## config.mk

```make
export PLATFORM = sky130hd
export DESIGN_NAME = dmem_stall_ctrl_flat
export DESIGN_NICKNAME = d
export VERILOG_FILES = /design/src/rtl/dmem_stall_ctrl_if.sv /design/src/rtl/dmem_stall_ctrl.sv /design/src/flat_wrapper.sv
export SDC_FILE = /design/constraint.sdc
export NUM_CORES = 1
export LEC_CHECK = 0
export ABC_CLOCK_PERIOD_IN_PS = 2100
export BUFFER_PORTS_ARGS = -buffer_cell sky130_fd_sc_hd__clkbuf_2
export CAP_MARGIN = 0
export CORE_ASPECT_RATIO = 0.75
export CORE_MARGIN = 3
export CORE_UTILIZATION = 41
export DETAILED_ROUTE_END_ITERATION = 7
export PLACE_DENSITY_LB_ADDON = 0.3
export SKIP_LAST_GASP = 1
export SYNTH_ARGS = -nofsm -noshare
export SYNTH_HDL_FRONTEND = slang
export SYNTH_SLANG_ARGS = --single-unit
export TNS_END_PERCENT = 50
```

## constraint.sdc

```tcl
create_clock -name clk -period 2.1 [get_ports clk]
set_input_delay 0.21 -clock clk [delete_from_list [all_inputs] [get_ports clk]]
set_output_delay 0.21 -clock clk [all_outputs]
set_load 0.05 [all_outputs]
```

## src/rtl/dmem_stall_ctrl_if.sv

```systemverilog
// Pipeline-side and data-memory-side signals of the MEM-stage stall controller.
// The master modport is the controller; the slave modport is the pipeline and memory around it.
interface dmem_stall_ctrl_if;
    localparam int unsigned XLEN = 32;

    logic            MemtoRegM;
    logic            MemWriteM;
    logic [XLEN-1:0] ALUOutM;
    logic [XLEN-1:0] WriteDataM;
    logic            dmem_req;
    logic            dmem_we;
    logic [XLEN-1:0] dmem_addr;
    logic [XLEN-1:0] dmem_wdata;
    logic            dmem_ack;
    logic [XLEN-1:0] dmem_rdata;
    logic [XLEN-1:0] ReadDataM;
    logic            stall;
    logic            flush_w;
    logic            mem_err;

    modport master (
        input  MemtoRegM, MemWriteM, ALUOutM, WriteDataM, dmem_ack, dmem_rdata,
        output dmem_req, dmem_we, dmem_addr, dmem_wdata, ReadDataM, stall, flush_w, mem_err
    );

    modport slave (
        output MemtoRegM, MemWriteM, ALUOutM, WriteDataM, dmem_ack, dmem_rdata,
        input  dmem_req, dmem_we, dmem_addr, dmem_wdata, ReadDataM, stall, flush_w, mem_err
    );
endinterface

```

## src/rtl/dmem_stall_ctrl.sv

```systemverilog
// MEM-stage sequencer for a variable-latency data memory: one req/ack per load/store, pipeline frozen meanwhile.
// Optional BUSY watchdog enabled by defining DMEM_TIMEOUT_EN (limit set by TIMEOUT).
module dmem_stall_ctrl #(
    parameter int unsigned TIMEOUT = 15
) (
    input  logic               clk,
    input  logic               rst_n,
    dmem_stall_ctrl_if.master  bus
);
    localparam int unsigned XLEN  = 32;
    localparam int unsigned CNT_W = 8;

    typedef enum logic [1:0] {
        S_IDLE = 2'd0,
        S_BUSY = 2'd1,
        S_DONE = 2'd2
    } state_t;

    if ((TIMEOUT < 1) || (TIMEOUT > 255)) begin : g_bad_timeout
        $error("dmem_stall_ctrl: TIMEOUT must be in 1..255");
    end

    state_t            r_state;
    state_t            w_state_nxt;
    logic              r_req;
    logic              r_we;
    logic [XLEN-1:0]   r_addr;
    logic [XLEN-1:0]   r_wdata;
    logic [XLEN-1:0]   r_rdata;
    logic              w_req_nxt;
    logic              w_we_nxt;
    logic [XLEN-1:0]   w_addr_nxt;
    logic [XLEN-1:0]   w_wdata_nxt;
    logic [XLEN-1:0]   w_rdata_nxt;
    logic              w_acc;
    logic              w_stall;

    assign w_acc = bus.MemtoRegM | bus.MemWriteM;

`ifdef DMEM_TIMEOUT_EN
    logic              r_err;
    logic              w_err_nxt;
    logic [CNT_W-1:0]  r_cnt;
    logic [CNT_W-1:0]  w_cnt_nxt;
    logic [CNT_W-1:0]  w_cnt_inc;

    assign w_cnt_inc = r_cnt + CNT_W'(1);
`endif

    // State register
    always_ff @(posedge clk or negedge rst_n) begin
        if (!rst_n) begin
            r_state <= S_IDLE;
        end else begin
            r_state <= w_state_nxt;
        end
    end

    // Next-state and next register values; ack in the same edge as expiry wins
    always_comb begin
        w_state_nxt = r_state;
        w_req_nxt   = r_req;
        w_we_nxt    = r_we;
        w_addr_nxt  = r_addr;
        w_wdata_nxt = r_wdata;
        w_rdata_nxt = r_rdata;
`ifdef DMEM_TIMEOUT_EN
        w_err_nxt   = r_err;
        w_cnt_nxt   = r_cnt;
`endif
        case (r_state)
            S_IDLE: begin
                if (w_acc) begin
                    w_state_nxt = S_BUSY;
                    w_req_nxt   = 1'b1;
                    w_we_nxt    = bus.MemWriteM;
                    w_addr_nxt  = bus.ALUOutM;
                    w_wdata_nxt = bus.WriteDataM;
`ifdef DMEM_TIMEOUT_EN
                    w_cnt_nxt   = '0;
`endif
                end
            end
            S_BUSY: begin
                if (bus.dmem_ack) begin
                    w_state_nxt = S_DONE;
                    w_req_nxt   = 1'b0;
                    if (!r_we) begin
                        w_rdata_nxt = bus.dmem_rdata;
                    end
`ifdef DMEM_TIMEOUT_EN
                end else if (w_cnt_inc == CNT_W'(TIMEOUT)) begin
                    w_state_nxt = S_DONE;
                    w_req_nxt   = 1'b0;
                    w_err_nxt   = 1'b1;
                    w_cnt_nxt   = w_cnt_inc;
                    if (!r_we) begin
                        w_rdata_nxt = '0;
                    end
                end else begin
                    w_cnt_nxt   = w_cnt_inc;
`endif
                end
            end
            S_DONE: begin
                w_state_nxt = S_IDLE;
            end
            default: begin
                w_state_nxt = S_IDLE;
            end
        endcase
    end

    // Request and datapath registers
    always_ff @(posedge clk or negedge rst_n) begin
        if (!rst_n) begin
            r_req   <= 1'b0;
            r_we    <= 1'b0;
            r_addr  <= '0;
            r_wdata <= '0;
            r_rdata <= '0;
        end else begin
            r_req   <= w_req_nxt;
            r_we    <= w_we_nxt;
            r_addr  <= w_addr_nxt;
            r_wdata <= w_wdata_nxt;
            r_rdata <= w_rdata_nxt;
        end
    end

`ifdef DMEM_TIMEOUT_EN
    // Watchdog counter and sticky error flag
    always_ff @(posedge clk or negedge rst_n) begin
        if (!rst_n) begin
            r_cnt <= '0;
            r_err <= 1'b0;
        end else begin
            r_cnt <= w_cnt_nxt;
            r_err <= w_err_nxt;
        end
    end

    assign bus.mem_err = r_err;
`else
    assign bus.mem_err = 1'b0;
`endif

    // Hold is raised the same cycle an access appears, and never while in reset
    assign w_stall = rst_n & (((r_state == S_IDLE) & w_acc) | (r_state == S_BUSY));

    assign bus.stall      = w_stall;
    assign bus.flush_w    = w_stall;
    assign bus.dmem_req   = r_req;
    assign bus.dmem_we    = r_we;
    assign bus.dmem_addr  = r_addr;
    assign bus.dmem_wdata = r_wdata;
    assign bus.ReadDataM  = r_rdata;
endmodule

```

## src/flat_wrapper.sv

```systemverilog
// flat-port wrapper written by rule: the top's interface ports become plain ports
module dmem_stall_ctrl_flat 
#(
    parameter int unsigned TIMEOUT = 15
)
  (clk, rst_n, bus_MemtoRegM, bus_MemWriteM, bus_ALUOutM, bus_WriteDataM, bus_dmem_ack, bus_dmem_rdata, bus_dmem_req, bus_dmem_we, bus_dmem_addr, bus_dmem_wdata, bus_ReadDataM, bus_stall, bus_flush_w, bus_mem_err);
  dmem_stall_ctrl_if bus_i ();
  input  logic clk;
  input  logic rst_n;
  input wire logic [$bits(bus_i.MemtoRegM)-1:0] bus_MemtoRegM;
  input wire logic [$bits(bus_i.MemWriteM)-1:0] bus_MemWriteM;
  input wire logic [$bits(bus_i.ALUOutM)-1:0] bus_ALUOutM;
  input wire logic [$bits(bus_i.WriteDataM)-1:0] bus_WriteDataM;
  input wire logic [$bits(bus_i.dmem_ack)-1:0] bus_dmem_ack;
  input wire logic [$bits(bus_i.dmem_rdata)-1:0] bus_dmem_rdata;
  output wire logic [$bits(bus_i.dmem_req)-1:0] bus_dmem_req;
  output wire logic [$bits(bus_i.dmem_we)-1:0] bus_dmem_we;
  output wire logic [$bits(bus_i.dmem_addr)-1:0] bus_dmem_addr;
  output wire logic [$bits(bus_i.dmem_wdata)-1:0] bus_dmem_wdata;
  output wire logic [$bits(bus_i.ReadDataM)-1:0] bus_ReadDataM;
  output wire logic [$bits(bus_i.stall)-1:0] bus_stall;
  output wire logic [$bits(bus_i.flush_w)-1:0] bus_flush_w;
  output wire logic [$bits(bus_i.mem_err)-1:0] bus_mem_err;
  assign bus_i.MemtoRegM = bus_MemtoRegM;
  assign bus_i.MemWriteM = bus_MemWriteM;
  assign bus_i.ALUOutM = bus_ALUOutM;
  assign bus_i.WriteDataM = bus_WriteDataM;
  assign bus_i.dmem_ack = bus_dmem_ack;
  assign bus_i.dmem_rdata = bus_dmem_rdata;
  assign bus_dmem_req = bus_i.dmem_req;
  assign bus_dmem_we = bus_i.dmem_we;
  assign bus_dmem_addr = bus_i.dmem_addr;
  assign bus_dmem_wdata = bus_i.dmem_wdata;
  assign bus_ReadDataM = bus_i.ReadDataM;
  assign bus_stall = bus_i.stall;
  assign bus_flush_w = bus_i.flush_w;
  assign bus_mem_err = bus_i.mem_err;
  dmem_stall_ctrl #(.TIMEOUT(TIMEOUT)) u_core (.clk(clk), .rst_n(rst_n), .bus(bus_i));
endmodule
```

# Word level (Yosys, flattened, before mapping)
# Cells that the tools add are included.
[op_classes]
n_eq_ne = 3
mux = 6
bitwise_logic = 5
n_reduce_logical = 6
[op_table]
columns = ["op", "count"]
rows = [
  ["3-bit AND reduction", 2],
  ["2-bit 2-to-1 mux", 2],
  ["2-bit case mux with 2 select lines", 1],
  ["2-bit AND reduction", 2],
  ["1-bit bitwise AND", 2],
  ["2-bit by 1-bit equality test with 1-bit output, second input constant", 1],
  ["2-bit zero test", 1],
  ["1-bit 2-to-1 mux", 2],
  ["2-bit by 1-bit != test with 1-bit output, second input constant", 1],
  ["2-bit != test, second input constant", 1],
  ["1-bit OR", 2],
  ["1-bit case mux with 2 select lines", 1],
  ["2-bit nonzero test", 1],
  ["1-bit NOT", 1],
]
[totals]
regBits = 100
input_bits = 101
output_inout_bits = 101

# Longest topological paths before layout
# Gate-level depths: netlist (run 1).
[logic_depth]
depth_word = 4
depth_mapped = 5
mapped_depth_nobuf = 3

# Least setup slack after synthesis (run 1)
# OpenSTA, ideal clock, no wires.
[synth_timing]
kind = "reg-to-output"
from = "reg u_core.r_state[0]"
to = "out bus_stall"
arrival_time_ps = 2034
t_required_ps = 1890
path_slack_ps = -144
path_stages_with_launch = 4
n_path_buf = 1
path_cell_list = "dfrtp_1 -> nor3_1 -> nor3b_1 -> buf_4"
[synth_between]
elab_chain_len = 4
elab_cells_between_ends = 5
classes_between = "eq/ne: 1; bitwise: 3; reduce/logical: 1"
[synth_rtl]
columns = ["element", "line_no", "text"]
rows = [
  ["from (decl)", "dmem_stall_ctrl.sv:23", "state_t r_state;"],
  ["from (signal assigned)", "dmem_stall_ctrl.sv:55", "r_state <= w_state_nxt;"],
  ["2-bit zero test", "dmem_stall_ctrl.sv:149", "assign w_stall = rst_n & (((r_state == S_IDLE) & w_acc) | (r_state == S_BUSY));"],
  ["1-bit bitwise AND", "dmem_stall_ctrl.sv:149", ""],
  ["1-bit OR *", "dmem_stall_ctrl.sv:149", ""],
  ["1-bit bitwise AND *", "dmem_stall_ctrl.sv:149", ""],
  ["to (decl)", "flat_wrapper.sv:21", "output wire logic [$bits(bus_i.stall)-1:0] bus_stall;"],
]
# Mark *: on every way between the ends. The rest lies on a longest branch, timed or not.

# Worst setup path after layout (run 1)
[layout_timing]
from = "in rst_n"
to = "out bus_flush_w"
[layout_between]
elab_chain_len = 1
[layout_rtl]
columns = ["element", "line_no", "text"]
rows = [
  ["from (decl)", "flat_wrapper.sv:9", "input logic rst_n;"],
  ["1-bit bitwise AND", "dmem_stall_ctrl.sv:149", ""],
  ["to (decl)", "flat_wrapper.sv:22", "output wire logic [$bits(bus_i.flush_w)-1:0] bus_flush_w;"],
]
# No other way between the ends.

==> reports/results.tsv, run 1 <==
metric	value	unit
status	finished clean	
crit_required	1.89	ns
placementRows	30	
worst-r2r-cell-count	4	
synth_cells	222	
cts_sinks	100	
wl	8440	um
ys_types	20	
dieArea	10800	sq um
cts_resized	0	
postCtsSetupBuffers	0	
fp.dieW	119	um
wl_per_cell	15.1	um
hp-class	input pin to register	
fmax	531	MHz
grt_max_degree	48	
gp_congestion	0.706	
cts_buffers	9	
grt_pass1_wl	13800	um
hold_path_end	u_core.bus.ReadDataM[25]	
cp_cell_sequence	dlygate4sd3_1, buf_4, nor3b_2, clkbuf_2	
gr-usage-all-layers	0.162	
holdWs	0.0992	ns
grt-ovfl-total	0	
reg2reg_setup_slack	0.40	ns
chipHeight	90.9	um
fillCellCount	780	
critPathLaunchType	input pin	
fin_crit_sh	0.896	
detail_route.iter0.violations	106	
ys_seq_area_frac	0.635	
first_global_vias	2745	
syn_avg_cell_area	17.8	sq um
synth_top_area_cell	dfrtp_1	
clkTransAtPathRegs	0.07	ns
slew_viol_final	0	
dp_hpwl	6490	um
synthesis.nets	323	
synth_edf_count	0	
worst_pin_slew	0.562	ns
yosys_register_bits	100	
synth_area	3940	sq um
synth.area.top_cells	dfrtp_1, mux2_2, mux2_4	
synth_commonest_cells	dfrtp_1, mux2_2, mux2_4	
first_pass_iters	3	
drcViolationCount	0	
skew	0.00540	ns
holdPathStages	2	
final_util	0.581	
rr_endpoint	u_core.bus.dmem_wdata[5]	
fp.coreArea	9200	sq um
finalSetupTns	0	ns
clk_latency	0.33	ns
finalHoldViolations	0	
critPathKind	input pin to output pin	
synth.yosys.warnings	0	
htree_levels	3	
initial_utilization	0.429	
grt_setup_unrepaired	no	
ys.flop_type	dfrtp_1	
diodes	0	
ant_nets	0	
relSlewSlack	0.626	
yosys.area.top_type_share	0.635	
slowest_stage	dlygate4sd3_1	
endpoint_kind	output pin	
hold_start	bus_dmem_rdata[25]	
vias	2549	
critPathMaxStageDelay	0.54	ns
cts_root_buffer	clkbuf_16	
io_buffer_count	200	
synthArstFlopShare	1.00	
drv_cap	0	
crit_arrival	1.67	ns
setup_viol_count_final	0	
cts_max_path_buffers	2	
syn_to_final_growth	35.4	%
antenna_found_initial	0	
io_pins	202	
path_max_fanout	23	
r2r_start	u_core.r_state[1]	
cts_tree	built	
fin_crit	1.88	ns
final_nets	527	
vias_per_cell	4.56	
synth_most_common_cell	dfrtp_1	
drive_gt1_frac	0.742	
## worst max path at each step
stage	slack (ns)	startpoint	depth (start not counted)	to
after floorplan	0.42	u_core.r_state[0]	3	bus_stall
after global placement	0.46	u_core.r_state[1]	4	u_core.bus.dmem_wdata[7]
after detailed placement	0.40	u_core.r_state[1]	4	u_core.bus.dmem_wdata[5]
after CTS	0.16	rst_n	4	bus_flush_w
after global routing	0.12	rst_n	4	bus_flush_w
final	0.22	rst_n	4	bus_flush_w
## registers in the layout, summed over array words and instances, names as in the netlist
register and flops:
u_core.bus.ReadDataM 32, u_core.r_state 2, u_core.bus.dmem_wdata 32, u_core.bus.dmem_we 1, u_core.bus.dmem_req 1, u_core.bus.dmem_addr 32
## logic make-up (layout without fill, tap and decap cells)
kind of cell / count (synthesis) / in the layout / share of synthesized area
AO/OA/AOI/OAI: 4 / 4 / 0.00825
buffers and inverters: 13 / 222 / 0.0394
flip-flops: 100 / 100 / 0.635
multiplexers: 96 / 96 / 0.303
other: 1 / 1 / 0.000951
AND/OR/NAND/NOR: 8 / 8 / 0.0140
## layout by cell type (no fill, tap or decap)
cell and count:
clkbuf_2 199, dfrtp_1 100, mux2_2 66, mux2_4 30
clkbuf_16 9, buf_4 4, clkinv_4 2, clkinvlp_4 2
buf_12 2, nor3_1 1, nor3b_2 1, and3b_1 1
nor2b_4 1, a211oi_1 1, nor2_1 1, o21a_2 1
nand2_1 1, a22o_1 1, nand2b_1 1, nor2b_1 1
a211o_1 1, conb_1 1, bufinv_16 1, inv_6 1
clkbuf_8 1, dlygate4sd3_1 1
## routing by layer
layer,share of wire,track usage
met1,0.40,0.192
met3,0.10,0.0751
met4,0.014,0.0559
met5,0,0
met2,0.49,0.261
## repair_timing
action | CTS | global route
hold endpoints to repair | 20 | 0
hold buffers | 1 | 0
endpoints found under the setup margin | 0 | 0
## worst max-delay path, delay by kind of cell
kind                   cells  cell delay [ns]
buffers and inverters      3             1.16
AND/OR/NAND/NOR            1             0.29
## final cells by class
cell class | count | area (sq um) | share of cell area
flip-flops and latches | 100 | 2500 | 0.469
multi-input cells | 109 | 1290 | 0.242
repair buffers | 206 | 1080 | 0.201
clock buffers | 10 | 239 | 0.0448
well taps | 128 | 160 | 0.0300
clock inverters | 6 | 71.3 | 0.0134
## per-stage QoR
step	setup WS (ns)	std cells	instance area (sq um)
floorplan	0.419	222	3950
finish	0.218	559	5340
CTS	0.165	559	5340
detailed placement	0.403	542	5020
global placement	0.462	542	5020
global route	0.119	559	5340
Power of run 1 is not shown: default switching activity piles up to over one toggle a cycle in this logic, so the estimate is an artifact.
==> run 2: changes to the inputs <==
--- a/config.mk
+++ b/config.mk
@@ -6,9 +6,9 @@
 export NUM_CORES = 1
 export LEC_CHECK = 0
-export ABC_CLOCK_PERIOD_IN_PS = 2100
+export ABC_CLOCK_PERIOD_IN_PS = 2200
 export BUFFER_PORTS_ARGS = -buffer_cell sky130_fd_sc_hd__clkbuf_2
 export CAP_MARGIN = 0
 export CORE_ASPECT_RATIO = 0.75
-export CORE_MARGIN = 3
+export CORE_MARGIN = 1.5
 export CORE_UTILIZATION = 41
 export DETAILED_ROUTE_END_ITERATION = 7
==> constraint.sdc (replaced) <==
create_clock -name clk -period 2.2 [get_ports clk]
set_input_delay 0.33 -clock clk [delete_from_list [all_inputs] [get_ports clk]]
set_output_delay 0.33 -clock clk [all_outputs]
set_load 0.05 [all_outputs]
==> reports/results.tsv, run 2 (synthesis results as in run 1) <==
metric	value	unit	change
antenna_found_initial	0		unchanged
path_max_fanout	5		was 23
finalSetupTns	0	ns	unchanged
cts_max_path_buffers	2		unchanged
path_delay_family	flip-flops		was buffers and inverters
vias	2557		was 2549
final_common_cell	clkbuf_2		unchanged
detail_route.iter0.violations	113		was 106
fp.dieW	116	um	was 119 um
io_buffer_count	200		unchanged
setup_viol_count_final	0		unchanged
crit_required	1.87	ns	was 1.89 ns
dieArea	10200	sq um	was 10800 sq um
worst_pin_slew	0.535	ns	was 0.562 ns
cts_buffers	9		unchanged
critPathLaunchType	register		was input pin
grt-ovfl-total	0		unchanged
dp_hpwl	5900	um	was 6490 um
grt_max_degree	101		was 48
drv_cap	0		unchanged
first_pass_iters	4		was 3
fin_crit	1.75	ns	
cts_resized	0		unchanged
htree_levels	3		unchanged
cp_cell_sequence	nor3_1, nor3b_2, clkbuf_2		was dlygate4sd3_1, buf_4, nor3b_2, clkbuf_2
cts_tree	built		unchanged
fmax	571	MHz	
fin_crit_sh	0.796		
vias_per_cell	4.61		was 4.56
fp.coreArea	9200	sq um	unchanged
status	finished clean		unchanged
critPathMaxStageDelay	0.42	ns	was 0.54 ns
slew_viol_final	0		unchanged
cts_hold_buf	0		was 1
ant_nets	0		unchanged
endpoint_kind	output pin		unchanged
clkTransAtPathRegs	0.06	ns	was 0.07 ns
grt_setup_unrepaired	no		unchanged
wl_per_cell	14.5	um	was 15.1 um
placementRows	30		unchanged
gp_congestion	0.675		was 0.706
drive_gt1_frac	0.742		about the same
hp-class	input pin to asynchronous set/reset pin		was input pin to register
slowest_stage	dfrtp_1		was dlygate4sd3_1
relSlewSlack	0.643		was 0.626
finalHoldViolations	0		unchanged
final_nets	525		was 527
drcViolationCount	0		unchanged
fillCellCount	738		was 780
grt_pass1_wl	12200	um	was 13800 um
crit_arrival	1.42	ns	was 1.67 ns
diodes	0		unchanged
initial_utilization	0.429		unchanged
gr-usage-all-layers	0.160		was 0.162
clk_latency	0.34	ns	was 0.33 ns
io_pins	202		unchanged
skew	0.00594	ns	was 0.00540 ns
critPathKind	register to output pin		was input pin to output pin
wl	8030	um	was 8440 um
chipHeight	87.9	um	was 90.9 um
cts_root_buffer	clkbuf_16		unchanged
path_buf_inv	1		was 3
syn_to_final_growth	34.6	%	was 35.4%
postCtsSetupBuffers	0		unchanged
layout_common_cells	clkbuf_2, dfrtp_1, mux2_2, mux2_4, clkbuf_16		unchanged
cts_sinks	100		unchanged
first_global_vias	2461		was 2745
[run 2: cell count changes in the layout (fill, tap and decap cells not counted), sizes merged]
cell / change
buf: -1
clkbuf: -1
dlygate4sd3: -1
inv: -1
[run 2: path summary, 6_finish.rpt]
path                                           from                        to  slack, ns  cells past startpoint
hold / removal                                rst_n         u_core.r_state[0]       0.04                      2
max in group asynchronous                     rst_n   u_core.bus.ReadDataM[3]       1.73                      2
setup / recovery                  u_core.r_state[0]                 bus_stall       0.45                      3
hold reg to reg            u_core.bus.dmem_addr[18]  u_core.bus.dmem_addr[18]       0.51                      1
setup reg to reg                  u_core.r_state[1]  u_core.bus.dmem_wdata[6]       0.60                      4
min in group clk                       bus_dmem_ack         u_core.r_state[0]       0.20                      2
[run 2: worst register-to-register path, cell delays in order, from the launching register on]
cell and delay [ns]:
dfrtp_1 0.42, nor2_1 0.19, o21a_2 0.20, buf_12 0.25, mux2_2 0.42
[run 2: per-layer routing]
layer | share of wire | track usage | up-vias | wire length, um
met4 | 0.013 | 0.0565 | 0 | 104
met2 | 0.45 | 0.245 | 129 | 3650
met3 | 0.11 | 0.0830 | 9 | 919
met5 | 0 | 0 | - | 0
met1 | 0.42 | 0.196 | 1236 | 3350
li1 | - | - | 1183 | -
[run 2: stage by stage]
step                      setup slack, ns  std cells   util  cell area (sq um)  hold slack [ns]
final                               0.448        555  0.577               5310           0.0384
after CTS                           0.398        555  0.577               5310           0.0946
after global routing                0.307        555  0.577               5310            0.118
after floorplan                     0.399        222      -               3950           0.0344
after global placement              0.653        541  0.546               5020            0.460
after detailed placement            0.618        541  0.546               5020            0.468
[run 2: cell type report]
cell class | instances | area [sq um] | share of cell area
Clock buffer | 9 | 225 | 0.0425
Clock inverter | 5 | 55.1 | 0.0104
Tap cell | 128 | 160 | 0.0302
Sequential cell | 100 | 2500 | 0.472
Timing Repair Buffer | 204 | 1070 | 0.202
Multi-Input combinational cell | 109 | 1290 | 0.243
Power of run 2 is left out for the same reason.
